$ cat src/rtl/stage_memory.sv
// Memory stage: owns the X/M latch, runs the multi-cycle data-memory handshake for lw/sw,
// stalls the front end while an access is outstanding and loads the M/W latch for writeback.
module stage_memory #(
   parameter int ADDR_W  = 12,
   parameter int TIMEOUT = 16
) (
   input  logic              clock,
   input  logic              reset,
   input  logic [31:0]       x_insn,
   input  logic [31:0]       x_o,
   input  logic [31:0]       x_b,
   input  logic              x_exception,
   input  logic [31:0]       dmem_rdata,
   input  logic              dmem_ack,
   output logic              dmem_req,
   output logic              dmem_we,
   output logic [ADDR_W-1:0] dmem_addr,
   output logic [31:0]       dmem_wdata,
   output logic              stall,
   output logic [31:0]       o_xm_out,
   output logic [31:0]       xm_insn_out,
   output logic [31:0]       mw_insn,
   output logic [31:0]       mw_o,
   output logic [31:0]       mw_d,
   output logic              mw_exception
);

   localparam int              CNT_W      = (TIMEOUT > 2) ? $clog2(TIMEOUT) : 1;
   localparam logic [CNT_W-1:0] CNT_LAST  = CNT_W'(TIMEOUT - 1);
   localparam logic [CNT_W-1:0] CNT_ONE   = CNT_W'(1);
   localparam logic [4:0]      OP_SW      = 5'b00111;
   localparam logic [4:0]      OP_LW      = 5'b01000;
   localparam logic [31:0]     CODE_BUS   = 32'd6;
   localparam logic [31:0]     CODE_RANGE = 32'd7;

   typedef enum logic {ST_IDLE = 1'b0, ST_WAIT = 1'b1} state_t;

   state_t            state_q;
   logic [CNT_W-1:0]  cnt_q;

   logic [31:0] xm_insn_q, xm_insn_d;
   logic [31:0] xm_o_q,    xm_o_d;
   logic [31:0] xm_b_q,    xm_b_d;
   logic        xm_exc_q,  xm_exc_d;

   logic [31:0] mw_insn_q, mw_insn_d;
   logic [31:0] mw_o_q,    mw_o_d;
   logic [31:0] mw_d_q,    mw_d_d;
   logic        mw_exc_q,  mw_exc_d;

   logic is_sw_s, is_lw_s, mem_s, in_range_s, in_wait_s;
   logic start_s, range_fault_s, last_s, bus_fault_s, acked_s, stall_s;

   // An insn already flagged by execute carries an exception code, not an address.
   assign is_sw_s       = (xm_insn_q[31:27] == OP_SW);
   assign is_lw_s       = (xm_insn_q[31:27] == OP_LW);
   assign mem_s         = (is_sw_s | is_lw_s) & ~xm_exc_q;
   assign in_range_s    = (xm_o_q[31:ADDR_W] == '0);
   assign in_wait_s     = (state_q == ST_WAIT);
   assign start_s       = ~in_wait_s & mem_s & in_range_s;
   assign range_fault_s = ~in_wait_s & mem_s & ~in_range_s;
   assign acked_s       = in_wait_s & dmem_ack;
   assign last_s        = in_wait_s & (cnt_q == CNT_LAST);
   assign bus_fault_s   = last_s & ~dmem_ack;
   // The IDLE entry cycle also stalls so X/M holds the insn the FSM is about to serve.
   assign stall_s       = start_s | (in_wait_s & ~dmem_ack & ~last_s);

   assign dmem_req     = in_wait_s;
   assign dmem_we      = in_wait_s & is_sw_s;
   assign dmem_addr    = xm_o_q[ADDR_W-1:0];
   assign dmem_wdata   = xm_b_q;
   assign stall        = stall_s;
   assign o_xm_out     = xm_o_q;
   assign xm_insn_out  = xm_insn_q;
   assign mw_insn      = mw_insn_q;
   assign mw_o         = mw_o_q;
   assign mw_d         = mw_d_q;
   assign mw_exception = mw_exc_q;

   // X/M next state: hold while stalled, otherwise take execute's outputs.
   always_comb begin
      xm_insn_d = xm_insn_q;
      xm_o_d    = xm_o_q;
      xm_b_d    = xm_b_q;
      xm_exc_d  = xm_exc_q;
      if (stall_s) begin
         xm_insn_d = xm_insn_q;
         xm_o_d    = xm_o_q;
         xm_b_d    = xm_b_q;
         xm_exc_d  = xm_exc_q;
      end else begin
         xm_insn_d = x_insn;
         xm_o_d    = x_o;
         xm_b_d    = x_b;
         xm_exc_d  = x_exception;
      end
   end

   // M/W next state: bubble, fault completion, or the X/M insn with its result.
   always_comb begin
      mw_insn_d = 32'd0;
      mw_o_d    = 32'd0;
      mw_d_d    = 32'd0;
      mw_exc_d  = 1'b0;
      if (stall_s) begin
         mw_insn_d = 32'd0;
         mw_exc_d  = 1'b0;
      end else if (bus_fault_s) begin
         mw_o_d   = CODE_BUS;
         mw_d_d   = CODE_BUS;
         mw_exc_d = 1'b1;
      end else if (range_fault_s) begin
         mw_o_d   = CODE_RANGE;
         mw_d_d   = CODE_RANGE;
         mw_exc_d = 1'b1;
      end else begin
         mw_insn_d = xm_insn_q;
         mw_o_d    = xm_o_q;
         mw_d_d    = (acked_s & is_lw_s) ? dmem_rdata : xm_o_q;
         mw_exc_d  = xm_exc_q;
      end
   end

   // Access FSM and WAIT cycle counter; an ack on the last cycle still completes normally.
   always_ff @(posedge clock or negedge reset) begin
      if (!reset) begin
         state_q <= ST_IDLE;
         cnt_q   <= '0;
      end else begin
         case (state_q)
            ST_IDLE: begin
               cnt_q <= '0;
               if (start_s) begin
                  state_q <= ST_WAIT;
               end else begin
                  state_q <= ST_IDLE;
               end
            end
            ST_WAIT: begin
               if (dmem_ack || last_s) begin
                  state_q <= ST_IDLE;
                  cnt_q   <= '0;
               end else begin
                  state_q <= ST_WAIT;
                  cnt_q   <= cnt_q + CNT_ONE;
               end
            end
            default: begin
               state_q <= ST_IDLE;
               cnt_q   <= '0;
            end
         endcase
      end
   end

   // X/M pipeline latch.
   always_ff @(posedge clock or negedge reset) begin
      if (!reset) begin
         xm_insn_q <= 32'd0;
         xm_o_q    <= 32'd0;
         xm_b_q    <= 32'd0;
         xm_exc_q  <= 1'b0;
      end else begin
         xm_insn_q <= xm_insn_d;
         xm_o_q    <= xm_o_d;
         xm_b_q    <= xm_b_d;
         xm_exc_q  <= xm_exc_d;
      end
   end

   // M/W pipeline latch.
   always_ff @(posedge clock or negedge reset) begin
      if (!reset) begin
         mw_insn_q <= 32'd0;
         mw_o_q    <= 32'd0;
         mw_d_q    <= 32'd0;
         mw_exc_q  <= 1'b0;
      end else begin
         mw_insn_q <= mw_insn_d;
         mw_o_q    <= mw_o_d;
         mw_d_q    <= mw_d_d;
         mw_exc_q  <= mw_exc_d;
      end
   end

endmodule

$ cat config.mk
export PLATFORM = sky130hd
export DESIGN_NAME = stage_memory
export DESIGN_NICKNAME = d
export VERILOG_FILES = /design/src/rtl/stage_memory.sv
export SDC_FILE = /design/constraint.sdc
export NUM_CORES = 1
export LEC_CHECK = 0
export CAP_MARGIN = 10
export CORE_MARGIN = 3
export CORE_UTILIZATION = 30
export DETAILED_ROUTE_END_ITERATION = 10
export GPL_TIMING_DRIVEN = 0
export PLACE_DENSITY = 0.65
export RECOVER_POWER = 25
export SYNTH_ARGS = -nofsm -noshare
export SYNTH_HDL_FRONTEND = slang
export SYNTH_SLANG_ARGS = --single-unit
$ cat constraint.sdc
create_clock -name clock -period 6.1 [get_ports clock]
set_input_delay 1.22 -clock clock [delete_from_list [all_inputs] [get_ports clock]]
set_output_delay 1.22 -clock clock [all_outputs]
set_load 0.01 [all_outputs]
-- Word level (Yosys, flattened, before mapping)
Cells that the tools add are included.
- word-level logic and storage cells: 52
- flip-flop bits (word level): 199
- bits of input ports: 132
- output and inout port bits: 208
- add/subtract/negate cells: 1
- reduce and logical (&&, ||, !) cells: 2
- muxes and demuxes: 18
- bitwise logic cells: 18
- equality and inequality tests: 3
- operators by type and width (cell ; count):
    2-to-1 mux 32 bit ; 10
    zero test 20 bit ; 1
    bitwise AND 1 bit ; 11
    one-hot mux 4 bit (2 select lines) ; 1
    equality test 5 x 3 -> 1 bit (second input constant) ; 1
    equality test 5 x 4 -> 1 bit (second input constant) ; 1
    2-to-1 mux 1 bit ; 5
    NOT 1 bit ; 5
    adder 4 x 1 -> 4 bit (second input constant) ; 1
    equality test 4 bit (second input constant) ; 1
    2-to-1 mux 4 bit ; 1
    bitwise OR 1 bit ; 2
    one-hot mux 1 bit (2 select lines) ; 1
    logical OR 1 bit ; 1

-- Logic depth before layout (Yosys ltp)
- depth in word-level cells: 8
- mapped depth: 7
- mapped depth without buffers: 5

-- Least setup slack after synthesis
OpenSTA, ideal clock, no wires.
- kind: input to output
- start point: input dmem_ack
- end point: output stall
- slack: 2.866 ns
- arrival time: 2.014 ns
- stages: 5
- buffers on the path: 2
- required time: 4.880 ns
- path through: nor2b_1 -> nand2_1 -> o31ai_4 -> buf_4 -> buf_6
- longest elaborated chain between the ends: 4
- RTL lines (item ; line ; RTL):
    start: declaration ; 14 ; input logic dmem_ack,
    NOT 1 bit ; 66 ; assign stall_s = start_s | (in_wait_s & ~dmem_ack & ~last_s);
    bitwise AND 1 bit (2 in a row) ; 66 ;
    bitwise OR 1 bit ; 66 ;
    end: declaration ; 19 ; output logic stall,
Every way passes these cells.

-- Worst setup path in the final report
Same ends and word-level chain as after synthesis.

==> reports/summary.txt <==
# rows: 56
Flops & latches, synth: 199
Hold WC Path Type: reg2reg
Setup CP Type: in2out
Setup TNS: 0 ps
Max Freq: 213 MHz
Post-Route Skew: 15.7 ps
Max FO, Critical Path: 10
Slowest CP cell: clkdlybuf4s50_1
Syn nets: 672
CP delay by family, top: buffers and inverters
IO Port Bufs: 339
Yosys warning count: 0
Vias per Instance: 4.50
Cts bufs inserted: 17
Syn_area_per_cell: 13.8 µm²
Initial Util: 31.0%
Final core occ: 49.4%
NetSw: 732 µW
Core area: 23900 µm²
Largest stage delay on the critical path: 560 ps
Drt total wl: 23300 µm
Power per cell area: 248 nW/µm²
Count of final setup violators: 0
Post-DP HPWL: 17000 µm
Total global-route track usage: 17.4%
# fillers: 2131
Worst hold margin: 481 ps
Synthesized cell area: 7410 µm²
LEAKAGE: 5.01 nW
Detail Route Antenna Nets: 0
Gr ovfl total: 0
Peak supply drop: 151 µV
Chip Height: 163 µm
Leading cell types in the layout, fill and taps excluded: clkdlybuf4s50_1, dfrtp_1, nand2_1, and3_1, mux2_1
Worst path cell trace: clkdlybuf4s50_1 -> nor2b_1 -> nand2_1 -> o31ai_4 -> buf_4 -> buf_6 -> clkdlybuf4s50_1
Yosys cell types: 31
First-pass GRT wire length: 35100 µm
Placed cell areas: 11200 µm²
Failing checks: max-capacitance violations, max-slew violations
Final Power: 2.92 mW
Root Buffer: clkbuf_16
Worst EP arrival: 3470 ps
Resized cells post-CTS: 0
Vias in the first global route: 5771
Max_slew headroom: -86.4%
TritonCTS clock tree: yes
Most used cell, CP: clkdlybuf4s50_1
Slew Viols, Final: 114
RSZ-0062 raised after global routing: no
CTS Hold Bufs: 0
H-tree Lvls: 4
Crit share post-route: 76.8%
Sw Ratio: 25.1%
# clock sinks: 199
Routability Congestion: 0.752
Layout net count: 1031
Layout cell share with drive strength beyond 1: 10.6%
Mapped Cells: 539
Pre-antenna DRT Iters: 4
Buffer and inverter count on the worst path: 4
Req. time, crit path: 4880 ps
Most common cell after layout, fill and taps aside: clkdlybuf4s50_1
Vias: 5538
Postcts setup bufs: 0
Initial antenna violation count: 0
Sequential share of the synthesized area: 67.2%
Min cycle time layout: 4690 ps
Internal power: 2.19 mW
Clock Pin Slew Worst Setup and Hold Paths: 70 ps
Status: finished, violations left
Crit path launch type: input port
Drt drc: 0
Final hold vios: 0
Max-Cap Viols: 1
Power share of the clock group: 37.9%
Clk Latency, worst-skew pair: 430 ps
Chip Width: 163 µm
Cell area after layout: 11800 µm²
Largest net degree at the start of global routing: 114
Seq pwr share: 49.0%
Deepest clock path buffer count: 2
Number of DRC markers in iteration 0: 244
CP Capture Type: primary output
Area growth from synthesis to layout: 59.1%
Routed wire per std cell: 18.9 µm
Ports: 340
Antenna cell count: 0
Worst-Margin Slew: 2800 ps
Comb pwr share: 13.1%
Die ar.: 26600 µm²
==> sequential cells by signal, indices dropped and copies added, names as in the netlist <==
signal,cells
dmem_req,1
cnt_q,4
o_xm_out,32
mw_insn,32
xm_insn_out,32
mw_o,32
mw_d,32
mw_exception,1
dmem_wdata,32
xm_exc_q,1
==> worst register-to-register path: cells and delay by family, from the launching register on <==
kind | cells | cell delay (ps)
and+or+nand+nor | 2 | 720
buffers and inverters | 2 | 490
DFF | 1 | 460
AOI/OAI and AO/OA | 1 | 350
muxes | 1 | 340
==> worst paths after layout <==
path / slack [ps] / endpoint / depth (start not counted) / startpoint
max: 1410 / stall / 7 / dmem_ack
min: 480 / cnt_q[0] / 1 / cnt_q[0]
max reg2reg: 3610 / xm_insn_out[10] / 6 / o_xm_out[20]
min reg2reg: 480 / cnt_q[0] / 1 / cnt_q[0]
max in group asynchronous: 2190 / mw_o[14] / 2 / reset
min in group asynchronous: 750 / dmem_wdata[26] / 1 / reset
==> power by group through the flow <==
| stage | Sequential (mW) | Clock, mW | Combinational [mW] |
|---|---|---|---|
| after floorplan | 1.49 | 0 | 0.0635 |
| after global placement | 1.46 | 0 | 0.385 |
| after detailed placement | 1.46 | 0 | 0.389 |
| after CTS | 1.43 | 1.15 | 0.391 |
| after global routing | 1.44 | 1.21 | 0.410 |
| final | 1.43 | 1.11 | 0.381 |
==> routing by layer <==
metal	up-vias	global-route usage [%]	wire [µm]
li1	2564	-	-
met1	2712	21.3	9310
met2	241	28.6	11200
met3	21	6.87	2350
met4	0	4.96	381
met5	-	0	0
==> synth_stat cells <==
master | instances | share of area [%]
nand2_1 | 67 | 3.4
and3_1 | 61 | 5.1
o31ai_1 | 1 | 0.10
dfrtp_1 | 199 | 67
and2_1 | 1 | 0.084
clkbuf_1 | 23 | 1.2
mux2_2 | 37 | 5.6
nor4b_4 | 1 | 0.32
nor4_1 | 5 | 0.42
a21oi_1 | 32 | 2.2
nand4b_1 | 1 | 0.12
mux2_1 | 60 | 9.1
nand3_1 | 3 | 0.20
a31oi_1 | 2 | 0.17
nor3_1 | 3 | 0.20
buf_2 | 4 | 0.27
and3b_1 | 1 | 0.12
nand2b_1 | 1 | 0.084
o21a_1 | 1 | 0.10
ha_1 | 1 | 0.17
xor2_1 | 1 | 0.12
o31ai_4 | 1 | 0.29
a311oi_1 | 1 | 0.12
nor2_1 | 3 | 0.15
o21ai_2 | 1 | 0.12
nor2b_1 | 2 | 0.17
inv_1 | 3 | 0.15
buf_6 | 7 | 1.1
and4b_1 | 2 | 0.27
xnor2_1 | 1 | 0.12
buf_4 | 13 | 1.3
==> metrics by stage <==
step                setup slack [ps]  instances
global route                    1210       1230
detailed placement              1380       1198
global placement               -4870       1197
floorplan                       2870        539
CTS                             1360       1230
finish                          1410       1230
==> cell families (layout without fill, tap and decap cells) <==
logic type | after synthesis | count (layout) | share of synthesized area (%)
xor+xnor | 2 | 2 | 0.236
simple gates | 151 | 151 | 10.7
compound gates | 39 | 39 | 3.05
buf+inv | 50 | 422 | 3.97
fa+ha+maj | 1 | 1 | 0.169
flops | 199 | 199 | 67.2
mux | 97 | 97 | 14.7
==> area by class of cell <==
| type | count | area, µm² | share of cell area, % |
|---|---|---|---|
| Buffer | 47 | 283 | 2.40 |
| Clock buffer | 19 | 443 | 3.76 |
| Clock inverter | 13 | 134 | 1.14 |
| Inverter | 3 | 11.3 | 0.0955 |
| Multi-Input combinational cell | 290 | 2140 | 18.2 |
| Sequential cell | 199 | 4980 | 42.2 |
| Tap cell | 319 | 399 | 3.38 |
| Timing Repair Buffer | 340 | 3400 | 28.9 |
No activity file was read; power rests on OpenSTA's default activity.
